--- config.mk ---
export PLATFORM = sky130hd
export DESIGN_NAME = ddr3_avl_arbiter
export DESIGN_NICKNAME = d
export VERILOG_FILES = /design/src/rtl/ddr3_avl_arbiter.sv
export SDC_FILE = /design/constraint.sdc
export NUM_CORES = 1
export LEC_CHECK = 0
export ABC_AREA = 1
export CORE_AREA = 2 2 290 292
export CTS_CLUSTER_DIAMETER = 60
export DETAILED_ROUTE_END_ITERATION = 8
export DIE_AREA = 0 0 292 294
export PLACE_DENSITY = 0.44
export SETUP_SLACK_MARGIN = 0.3
export SLEW_MARGIN = 0
export SYNTH_ARGS = -nofsm -noshare
export SYNTH_HDL_FRONTEND = slang
export SYNTH_SLANG_ARGS = --single-unit
--- constraint.sdc ---
create_clock -name ddr3_clk -period 2.5 [get_ports ddr3_clk]
set_input_delay 0.5 -clock ddr3_clk [delete_from_list [all_inputs] [get_ports ddr3_clk]]
set_output_delay 0.5 -clock ddr3_clk [all_outputs]
set_load 0.05 [all_outputs]
--- src/rtl/ddr3_avl_arbiter.sv ---
// N-port Avalon-MM arbiter in front of the DDR3 controller local interface.
// Round-robin command grant, write bursts hold the grant until the last beat,
// and read commands leave a {port,size} tag so returning read beats can be
// steered back to the port that issued them.
//
// Handshake: a port command or write beat is taken on a rising clock edge
// when port_ready[i] & (port_read[i] | port_write[i]) is high; on the avl side
// a command/beat is taken when ddr3_avl_ready & (read_req | write_req) is high.
// A requester holds its request and payload stable until it is taken.
//
// dbg_state encoding: 0 = IDLE, 1 = CMD, 2 = WBURST.
module ddr3_avl_arbiter #(
    parameter int NUM_PORTS  = 2,
    parameter int DATA_WIDTH = 128,
    parameter int ADDR_WIDTH = 26,
    parameter int SIZE_WIDTH = 3,
    parameter int TAG_DEPTH  = 16
) (
    input  logic                             ddr3_clk,
    input  logic                             ddr3_reset_n,
    input  logic [NUM_PORTS-1:0]             port_read,
    input  logic [NUM_PORTS-1:0]             port_write,
    input  logic [NUM_PORTS*ADDR_WIDTH-1:0]  port_addr,
    input  logic [NUM_PORTS*SIZE_WIDTH-1:0]  port_size,
    input  logic [NUM_PORTS*DATA_WIDTH-1:0]  port_wr_data,
    output logic [NUM_PORTS-1:0]             port_ready,
    output logic [NUM_PORTS-1:0]             port_rd_valid,
    output logic [DATA_WIDTH-1:0]            port_rd_data,
    input  logic                             ddr3_avl_ready,
    output logic                             ddr3_avl_burstbegin,
    output logic [SIZE_WIDTH-1:0]            ddr3_avl_size,
    output logic                             ddr3_avl_read_req,
    output logic                             ddr3_avl_write_req,
    output logic [ADDR_WIDTH-1:0]            ddr3_avl_addr,
    output logic [DATA_WIDTH-1:0]            ddr3_avl_wr_data,
    input  logic                             ddr3_avl_read_data_valid,
    input  logic [DATA_WIDTH-1:0]            ddr3_avl_read_data,
    output logic                             rd_unexpected,
    output logic [1:0]                       dbg_state
);

    localparam int PW = (NUM_PORTS > 1) ? $clog2(NUM_PORTS) : 1;
    localparam int TW = $clog2(TAG_DEPTH);
    localparam int CW = TW + 1;

    typedef enum logic [1:0] {
        ST_IDLE   = 2'd0,
        ST_CMD    = 2'd1,
        ST_WBURST = 2'd2
    } state_t;

    state_t                  state;
    logic [PW-1:0]           grant;
    logic [PW-1:0]           rr_ptr;
    logic [SIZE_WIDTH-1:0]   remaining;
    logic [ADDR_WIDTH-1:0]   addr_q;
    logic [SIZE_WIDTH-1:0]   size_q;

    // tag FIFO: one entry per outstanding read command
    logic [PW+SIZE_WIDTH-1:0] tag_mem [TAG_DEPTH];
    logic [TW-1:0]            tag_wr_ptr;
    logic [TW-1:0]            tag_rd_ptr;
    logic [CW-1:0]            tag_count;
    logic [SIZE_WIDTH-1:0]    beat_cnt;
    logic                     tag_full;
    logic                     tag_empty;
    logic [PW-1:0]            head_port;
    logic [SIZE_WIDTH-1:0]    head_size;
    logic                     tag_push;
    logic                     tag_pop;

    // granted port's request and payload
    logic                    g_read;
    logic                    g_write;
    logic [ADDR_WIDTH-1:0]   g_addr;
    logic [SIZE_WIDTH-1:0]   g_size;
    logic [SIZE_WIDTH-1:0]   g_size_eff;
    logic [DATA_WIDTH-1:0]   g_data;
    logic [PW-1:0]           grant_next;

    logic                    rd_req;
    logic                    wr_req;
    logic                    pick_valid;
    logic [PW-1:0]           pick;
    logic [PW-1:0]           idx;

    assign g_read     = port_read[grant];
    assign g_write    = port_write[grant];
    assign g_addr     = port_addr[int'(grant)*ADDR_WIDTH +: ADDR_WIDTH];
    assign g_size     = port_size[int'(grant)*SIZE_WIDTH +: SIZE_WIDTH];
    assign g_data     = port_wr_data[int'(grant)*DATA_WIDTH +: DATA_WIDTH];
    // a zero burst size moves one beat
    assign g_size_eff = (g_size == '0) ? SIZE_WIDTH'(1) : g_size;
    assign grant_next = (grant == PW'(NUM_PORTS - 1)) ? '0 : grant + 1'b1;

    // a read is never issued without a free tag; read wins if a port raises both
    assign rd_req = (state == ST_CMD) & g_read & ~tag_full;
    assign wr_req = (state == ST_CMD) & g_write & ~g_read;

    assign tag_full  = (tag_count == CW'(TAG_DEPTH));
    assign tag_empty = (tag_count == '0);
    assign head_port = tag_mem[tag_rd_ptr][PW+SIZE_WIDTH-1:SIZE_WIDTH];
    assign head_size = tag_mem[tag_rd_ptr][SIZE_WIDTH-1:0];
    assign tag_push  = rd_req & ddr3_avl_ready;
    assign tag_pop   = ddr3_avl_read_data_valid & ~tag_empty & (beat_cnt + 1'b1 == head_size);

    assign port_rd_data = ddr3_avl_read_data;
    assign dbg_state    = state;

    // round-robin pick: first requester at or after rr_ptr, wrapping
    always_comb begin
        pick_valid = 1'b0;
        pick       = rr_ptr;
        idx        = '0;
        for (int k = NUM_PORTS - 1; k >= 0; k--) begin
            if (int'(rr_ptr) + k >= NUM_PORTS) idx = PW'(int'(rr_ptr) + k - NUM_PORTS);
            else                               idx = PW'(int'(rr_ptr) + k);
            if (port_read[idx] | port_write[idx]) begin
                pick_valid = 1'b1;
                pick       = idx;
            end
        end
    end

    // avl command outputs and port acceptance follow the granted port
    always_comb begin
        ddr3_avl_read_req   = 1'b0;
        ddr3_avl_write_req  = 1'b0;
        ddr3_avl_burstbegin = 1'b0;
        ddr3_avl_addr       = '0;
        ddr3_avl_size       = '0;
        ddr3_avl_wr_data    = '0;
        port_ready          = '0;
        case (state)
            ST_CMD: begin
                ddr3_avl_read_req   = rd_req;
                ddr3_avl_write_req  = wr_req;
                ddr3_avl_burstbegin = rd_req | wr_req;
                ddr3_avl_addr       = g_addr;
                ddr3_avl_size       = g_size;
                ddr3_avl_wr_data    = g_data;
                port_ready[grant]   = ddr3_avl_ready & ~(g_read & tag_full);
            end
            ST_WBURST: begin
                ddr3_avl_write_req  = g_write;
                ddr3_avl_addr       = addr_q;
                ddr3_avl_size       = size_q;
                ddr3_avl_wr_data    = g_data;
                port_ready[grant]   = ddr3_avl_ready;
            end
            default: ;
        endcase
    end

    // read return steering to the port at the head of the tag FIFO
    always_comb begin
        port_rd_valid = '0;
        if (ddr3_avl_read_data_valid & ~tag_empty) port_rd_valid[head_port] = 1'b1;
    end

    // arbitration FSM; frozen whenever the controller is not ready
    always_ff @(posedge ddr3_clk or negedge ddr3_reset_n) begin
        if (!ddr3_reset_n) begin
            state     <= ST_IDLE;
            grant     <= '0;
            rr_ptr    <= '0;
            remaining <= '0;
            addr_q    <= '0;
            size_q    <= '0;
        end else if (ddr3_avl_ready) begin
            case (state)
                ST_IDLE: begin
                    if (pick_valid) begin
                        grant <= pick;
                        state <= ST_CMD;
                    end
                end
                ST_CMD: begin
                    if (rd_req) begin
                        rr_ptr <= grant_next;
                        state  <= ST_IDLE;
                    end else if (wr_req) begin
                        if (g_size_eff <= SIZE_WIDTH'(1)) begin
                            rr_ptr <= grant_next;
                            state  <= ST_IDLE;
                        end else begin
                            remaining <= g_size_eff - 1'b1;
                            addr_q    <= g_addr;
                            size_q    <= g_size;
                            state     <= ST_WBURST;
                        end
                    end else if (!g_read && !g_write) begin
                        // requester withdrew before acceptance: release, keep rr_ptr
                        state <= ST_IDLE;
                    end
                end
                ST_WBURST: begin
                    if (g_write) begin
                        remaining <= remaining - 1'b1;
                        if (remaining == SIZE_WIDTH'(1)) begin
                            rr_ptr <= grant_next;
                            state  <= ST_IDLE;
                        end
                    end
                end
                default: state <= ST_IDLE;
            endcase
        end
    end

    // tag FIFO pointers, occupancy and read-beat counter
    always_ff @(posedge ddr3_clk or negedge ddr3_reset_n) begin
        if (!ddr3_reset_n) begin
            tag_wr_ptr    <= '0;
            tag_rd_ptr    <= '0;
            tag_count     <= '0;
            beat_cnt      <= '0;
            rd_unexpected <= 1'b0;
        end else begin
            if (tag_push) tag_wr_ptr <= tag_wr_ptr + 1'b1;
            if (ddr3_avl_read_data_valid & ~tag_empty) begin
                if (tag_pop) begin
                    tag_rd_ptr <= tag_rd_ptr + 1'b1;
                    beat_cnt   <= '0;
                end else begin
                    beat_cnt   <= beat_cnt + 1'b1;
                end
            end
            case ({tag_push, tag_pop})
                2'b10:   tag_count <= tag_count + 1'b1;
                2'b01:   tag_count <= tag_count - 1'b1;
                default: ;
            endcase
            if (ddr3_avl_read_data_valid & tag_empty) rd_unexpected <= 1'b1;
        end
    end

    // tag storage written on read command acceptance
    always_ff @(posedge ddr3_clk) begin
        if (tag_push) tag_mem[tag_wr_ptr] <= {grant, g_size_eff};
    end

endmodule

# Yosys cells after proc, flatten, opt, wreduce, memory -nomap -nowiden
# Memories as Yosys holds them, arrays and structs flattened.
# Cells that the tools add are included.
# totals
output_inout_bits	295
mem_bits_ro	0
input_bits	450
latch_bits	0
elab_cells	146
mem_bits_rw	64
n_memories	1
reg_bits	53
# classes
eq_ne	16
add_sub_neg	11
bitwise_logic	21
mul	2
div	0
n_shift	3
n_reduce_logical	17
n_mux	55
magnitude_cmp	9
# memory_table
memory	words	width	rd	rd_ports_with_merged_regs	write_ports	line_no	rtl
tag_mem	16	4	1	0	1	60	logic [PW+SIZE_WIDTH-1:0] tag_mem [TAG_DEPTH];
# ops
cell	count
$shiftx 256x9->128	1
$mux 128	1
$pmux 26 s2	1
$shiftx 52x7->26	1
$mux 1	30
$mux 3	6
$mux 2	8
$ne 2x2->1 const B	6
$pmux 3 s2	2
$reduce_and 6->1	2
$and 1x1->1	10
$pmux 5 s2	1
$reduce_and 5->1	2
$add 4x1->4 const B	2
$lt 1x2->1 const B	4
$not 1->1	6
$pmux 2 s3	1
$shiftx 6x4->3	1
$sub 3x1->3 const B	2
$add 5x1->5 const B	1
$eq 5x5->1 const B	1
$logic_not 5->1	1
$mul 1x4->5 const B	1
$sub 5x1->5 const B	1
other kinds (29)	42

# Longest topological paths before layout
# depth
word_depth	10
depth_mapped	23
mapped_depth_nobuf	21

# Worst setup path before layout
# No wires, ideal clock.
# synth_path
path_kind	register -> output
start	register state[0] (netlist: dbg_state[0])
end	output port_ready[0]
required_time_ns	2.000
arrival_ns	2.447
stages_incl_launch_ff	6
path_slack_ns	-0.447
n_path_buf	1
path_cell_list	dfrtp_1 inv_1 ha_1 inv_2 clkbuf_1 nor3_1
# synth_between
elab_chain_len	2
elab_cells_between_ends	3
cone_classes	eq/ne (2); mux (1)
# synth_rtl
item	line_no	rtl
from (decl)	52	state_t state;
from (signal assigned)	164	state <= ST_IDLE;
from (signal assigned)	175	state <= ST_CMD;
from (signal assigned)	181	state <= ST_IDLE;
$eq 2x2->1 / $eq 2x1->1 (equally long branches)	134	case (state)
$pmux 2 s2 (*)	134	
to (decl)	26	output logic [NUM_PORTS-1:0] port_ready,
# Every way passes the cells marked *; elsewhere a longest branch is shown, timed or not.

# Worst setup path in the final report
# layout_path
start	register tag_rd_ptr[0]
end	register tag_count[4]
# layout_between
elab_chain_len	5
elab_cells_between_ends	7
cone_classes	eq/ne (3); mux (1); bitwise (1); reduce/logical (1); memory (1)
# layout_rtl
item	line_no	rtl
from (decl)	62	logic [TW-1:0] tag_rd_ptr;
from (signal assigned)	223	tag_rd_ptr <= tag_rd_ptr + 1'b1;
$mem_v2 16x4 (*)	--	
$eq 3x3->1 (*)	105	assign tag_pop = ddr3_avl_read_data_valid & ~tag_empty & (beat_cnt + 1'b1 == head_size);
$and 1x1->1 (*)	105	
$eq 2x1->1 / $eq 2x2->1 (equally long branches)	229	case ({tag_push, tag_pop})
$pmux 5 s2 / $reduce_bool 2->1 (equally long branches)	--	
to (signal assigned)	230	2'b10: tag_count <= tag_count + 1'b1;
to (signal assigned)	231	2'b01: tag_count <= tag_count - 1'b1;
to (decl)	63	logic [CW-1:0] tag_count;
# Marks and branches as above.
# A chain may end at the register's enable or synchronous reset.

==> results.rst <==
.. list-table::
   :header-rows: 1

   * - Metric
     - Value
   * - Status
     - finished with violations
   * - Failing checks
     - negative setup slack
   * - Initial antenna violation count
     - 19
   * - Worst setup path start
     - tag_rd_ptr[0]$_DFFE_PN0P_
   * - Rel. slew slack
     - 0.538
   * - Minimum clock period after layout
     - 2.69 ns
   * - Utilization after layout
     - 0.286
   * - Most frequent standard cell in the layout excluding fill and tap cells
     - nand2_1
   * - Final Setup Violations
     - 129
   * - Slew @ Worst Pin
     - 0.693 ns
   * - Post-synthesis cell type count
     - 41
   * - Share of the yosys chip area belonging to registers
     - 0.359
   * - Total number of yosys warnings
     - 0
   * - Max-Cap Viols
     - 0
   * - Number of placement rows
     - 106
   * - R2R setup slack
     - -0.19 ns
   * - Post-Synthesis Mean Instance Area
     - 6.79 µm²
   * - Critical path capture point type
     - register
   * - Number of standard cells after synthesis
     - 1332
   * - Remaining routing DRC violations
     - 0
   * - Worst hold-check slack
     - 0.115 ns
   * - End point of the critical path
     - tag_count[4]$_DFFE_PN0P_
   * - Number of cells on the worst reg-to-reg path
     - 20
   * - Final number of hold-violating endpoints
     - 0
   * - Cts bufs inserted
     - 17
   * - NumNets Final
     - 2382
   * - Most frequent cells in the layout
     - 325 x nand2_1, 321 x clkdlybuf4s50_1, 171 x buf_12
   * - Num ports
     - 745
   * - Setup skew after layout
     - 0.0145 ns
   * - Required time at the worst-slack endpoint
     - 2.86 ns
   * - Area grow syn2layout
     - 162%
   * - Largest area contributor in the synthesized netlist
     - nand2_1
   * - Mapped cell area
     - 9040 µm²
   * - Vias after detailed routing
     - 11500
   * - Final Cycle Share
     - 1.08
   * - Wire length of the first global-routing pass
     - 80200 µm
   * - Flip-flop and latch count after synthesis
     - 117
   * - Via count of the first global-routing pass
     - 11700
   * - Count of flip-flops with a built-in enable after synthesis
     - 64
   * - DIE AREA
     - 85800 µm²
   * - Unrepaired setup endpoints after global routing
     - true
   * - Post-synthesis net count
     - 1800
   * - Layout cells sized above 1
     - 0.509
   * - Routed vias/inst
     - 3.81
   * - WL final
     - 62700 µm
   * - Worst slack after detailed placement
     - -0.331 ns
   * - Start-to-end type of the worst setup path
     - reg -> reg
   * - Fraction of post-synthesis cell area in the top cell type by area
     - 0.248
   * - CTS HTree Levels
     - 4
   * - Kind of launch point of the worst setup path
     - register
   * - Clock transition at the register clock pins on the worst setup and hold paths after CTS
     - 0.07 ns
   * - Placer Congestion
     - 0.868
   * - Non-filler cells, final
     - 3024
   * - Endpoint of the lowest-slack register-to-register path
     - tag_count[4]$_DFFE_PN0P_
   * - Class of the most critical hold timing path
     - in -> async
   * - Number of fill cells
     - 8488
   * - Post-layout worst setup margin
     - -0.191 ns
   * - Starting DRC count in detailed routing
     - 567
   * - Fin Setup TNS
     - -6.31 ns
   * - Maximum achievable frequency
     - 372 MHz
   * - Main area contributors after synthesis
     - nand2_1 25%, edfxtp_1 21%, dfrtp_1 15%
   * - Crit path arrival time
     - 3.05 ns
   * - Post-DP HPWL
     - 43300 µm
   * - Worst Path Max Fanout
     - 5
   * - Launch point of the worst reg-to-reg path
     - tag_rd_ptr[0]$_DFFE_PN0P_
   * - Detailed-routing iteration count for the pre-antenna-repair pass
     - 5
   * - Initial Utilization
     - 0.109
   * - Average wire per cell in the routed design
     - 20.7 µm
   * - Detail Route Antenna Nets
     - 0
   * - Top_reg_cell synth
     - edfxtp_1
   * - Maximum vdd ir drop
     - 1.13 mV
   * - Clock network latency to the later pin of the worst-skew pair
     - 0.44 ns
   * - GR Overflow Total
     - 0
   * - IO Port Bufs
     - 488
   * - Total core area
     - 82900 µm²
   * - Number of slew-limit violations in the final report
     - 0
   * - Placed insts
     - 2821
   * - Leakage
     - 9.74 nW
   * - Die span in x
     - 292 µm
   * - Longest Clk Path Bufs
     - 2
   * - Clock root buffer
     - clkbuf_16
   * - Die height
     - 294 µm
   * - CTS sink cnt
     - 117
   * - Ys async rst share
     - 0.453
   * - Clock tree from TritonCTS
     - done
   * - Pin count of the biggest net entering global routing
     - 32
   * - Pwr per Cell Area
     - 1630 nW/µm²
   * - Overall track demand over capacity in global routing
     - 0.130
metrics by stage:
stage	power (mW)	area [µm²]
floorplan	15.3	9830
global placement	25.1	16900
detailed placement	25.1	16900
CTS	33.1	20100
global route	40.3	23700
finish	38.8	23700
critical path: stages, from the launching register on:
cell	delay (ns)
dfrtp_2	0.45
buf_6	0.14
buf_8	0.12
nand2_1	0.06
nand3_1	0.08
nand3_1	0.12
nand3_2	0.10
nand3b_1	0.09
nand2_1	0.09
nor2_4	0.11
nand2_4	0.07
inv_4	0.07
ha_4	0.20
inv_4	0.04
fa_2	0.34
nor2_2	0.13
a211oi_2	0.05
nand2_1	0.06
nand2_1	0.05
nor2_2	0.08
xor2_1	0.15
metal layers:
metal  routed length [µm]  GRT usage
met1                23700      0.144
met2                31700      0.219
met3                 5230     0.0560
met4                 1950     0.0490
met5                  117    0.00794
logic make-up (layout without fill, tap and decap cells):
kind of cell	count (synthesis)	count (layout)	share of synthesized area
simple gates	699	699	0.304
buf+inv	282	877	0.180
compound gates	206	206	0.121
flops	117	117	0.359
fa+ha+maj	18	18	0.0257
xor+xnor	9	9	0.00872
mux	1	1	0.00111
other cells	0	17	0
sequential cells by signal, summed over array words and instances, names as in the netlist, 2 cells and up:
signal      cells
tag_mem        64
addr_q         26
tag_count       5
tag_rd_ptr      4
tag_wr_ptr      4
beat_cnt        3
remaining       3
size_q          3
dbg_state       2
Yosys cell counts (2+ instances only):
cell      count
nand2_1     597
a21oi_1     163
buf_4       133
inv_1        71
edfxtp_1     64
dfrtp_1      53
clkbuf_1     51
nand3_1      43
nor2_1       43
o21ai_0      24
ha_1         17
buf_6         9
xor2_1        8
buf_1         7
inv_2         7
o21ai_2       4
buf_2         3
nand4_1       3
o211ai_1      3
nand2_2       2
nor2_4        2
nor3_1        2
o221ai_1      2
o22ai_1       2
o31ai_1       2
or2_2         2
report_power, final:
| group | internal (mW) | switching (mW) | total [mW] | leakage, nW |
|---|---|---|---|---|
| registers | 2.62 | 0.355 | 2.98 | 1.23 |
| clock network | 1.58 | 1.00 | 2.58 | 0.289 |
| logic | 15.3 | 17.9 | 33.2 | 8.23 |
| total | 19.5 | 19.3 | 38.8 | 9.74 |
cell type report:
type                    count  area, µm²  area share
diodes                     17       42.5     0.00179
repair buffers            764      10300       0.435
well taps                1080       1350      0.0570
flip-flops and latches    117       3260       0.137
inverters                  79        360      0.0152
clock inverters            13        175     0.00739
multi-input cells         933       7720       0.326
repair inverters            2       50.0     0.00211
clock buffers              19        433      0.0183
timing repair:
action                                  CTS  global route
endpoints found under the setup margin  202           263
setup buffers                            44            54
endpoints found under the hold margin     0             0
pin swaps                                46           149
resized for setup                       411           516
hold buffers                              0             0
gates cloned                             24            32
how the worst min path moves through the flow:
stage	cells after the start	startpoint	endpoint	slack (ns)
floorplan	0	ddr3_reset_n	addr_q[0]$_DFFE_PN0P_	0.20
global placement	2	addr_q[17]$_DFFE_PN0P_	addr_q[17]$_DFFE_PN0P_	0.45
detailed placement	2	addr_q[20]$_DFFE_PN0P_	addr_q[20]$_DFFE_PN0P_	0.46
CTS	1	ddr3_reset_n	addr_q[15]$_DFFE_PN0P_	0.11
global route	1	ddr3_reset_n	addr_q[20]$_DFFE_PN0P_	0.13
finish	1	ddr3_reset_n	addr_q[15]$_DFFE_PN0P_	0.11
(Power assumes the default switching activity.)
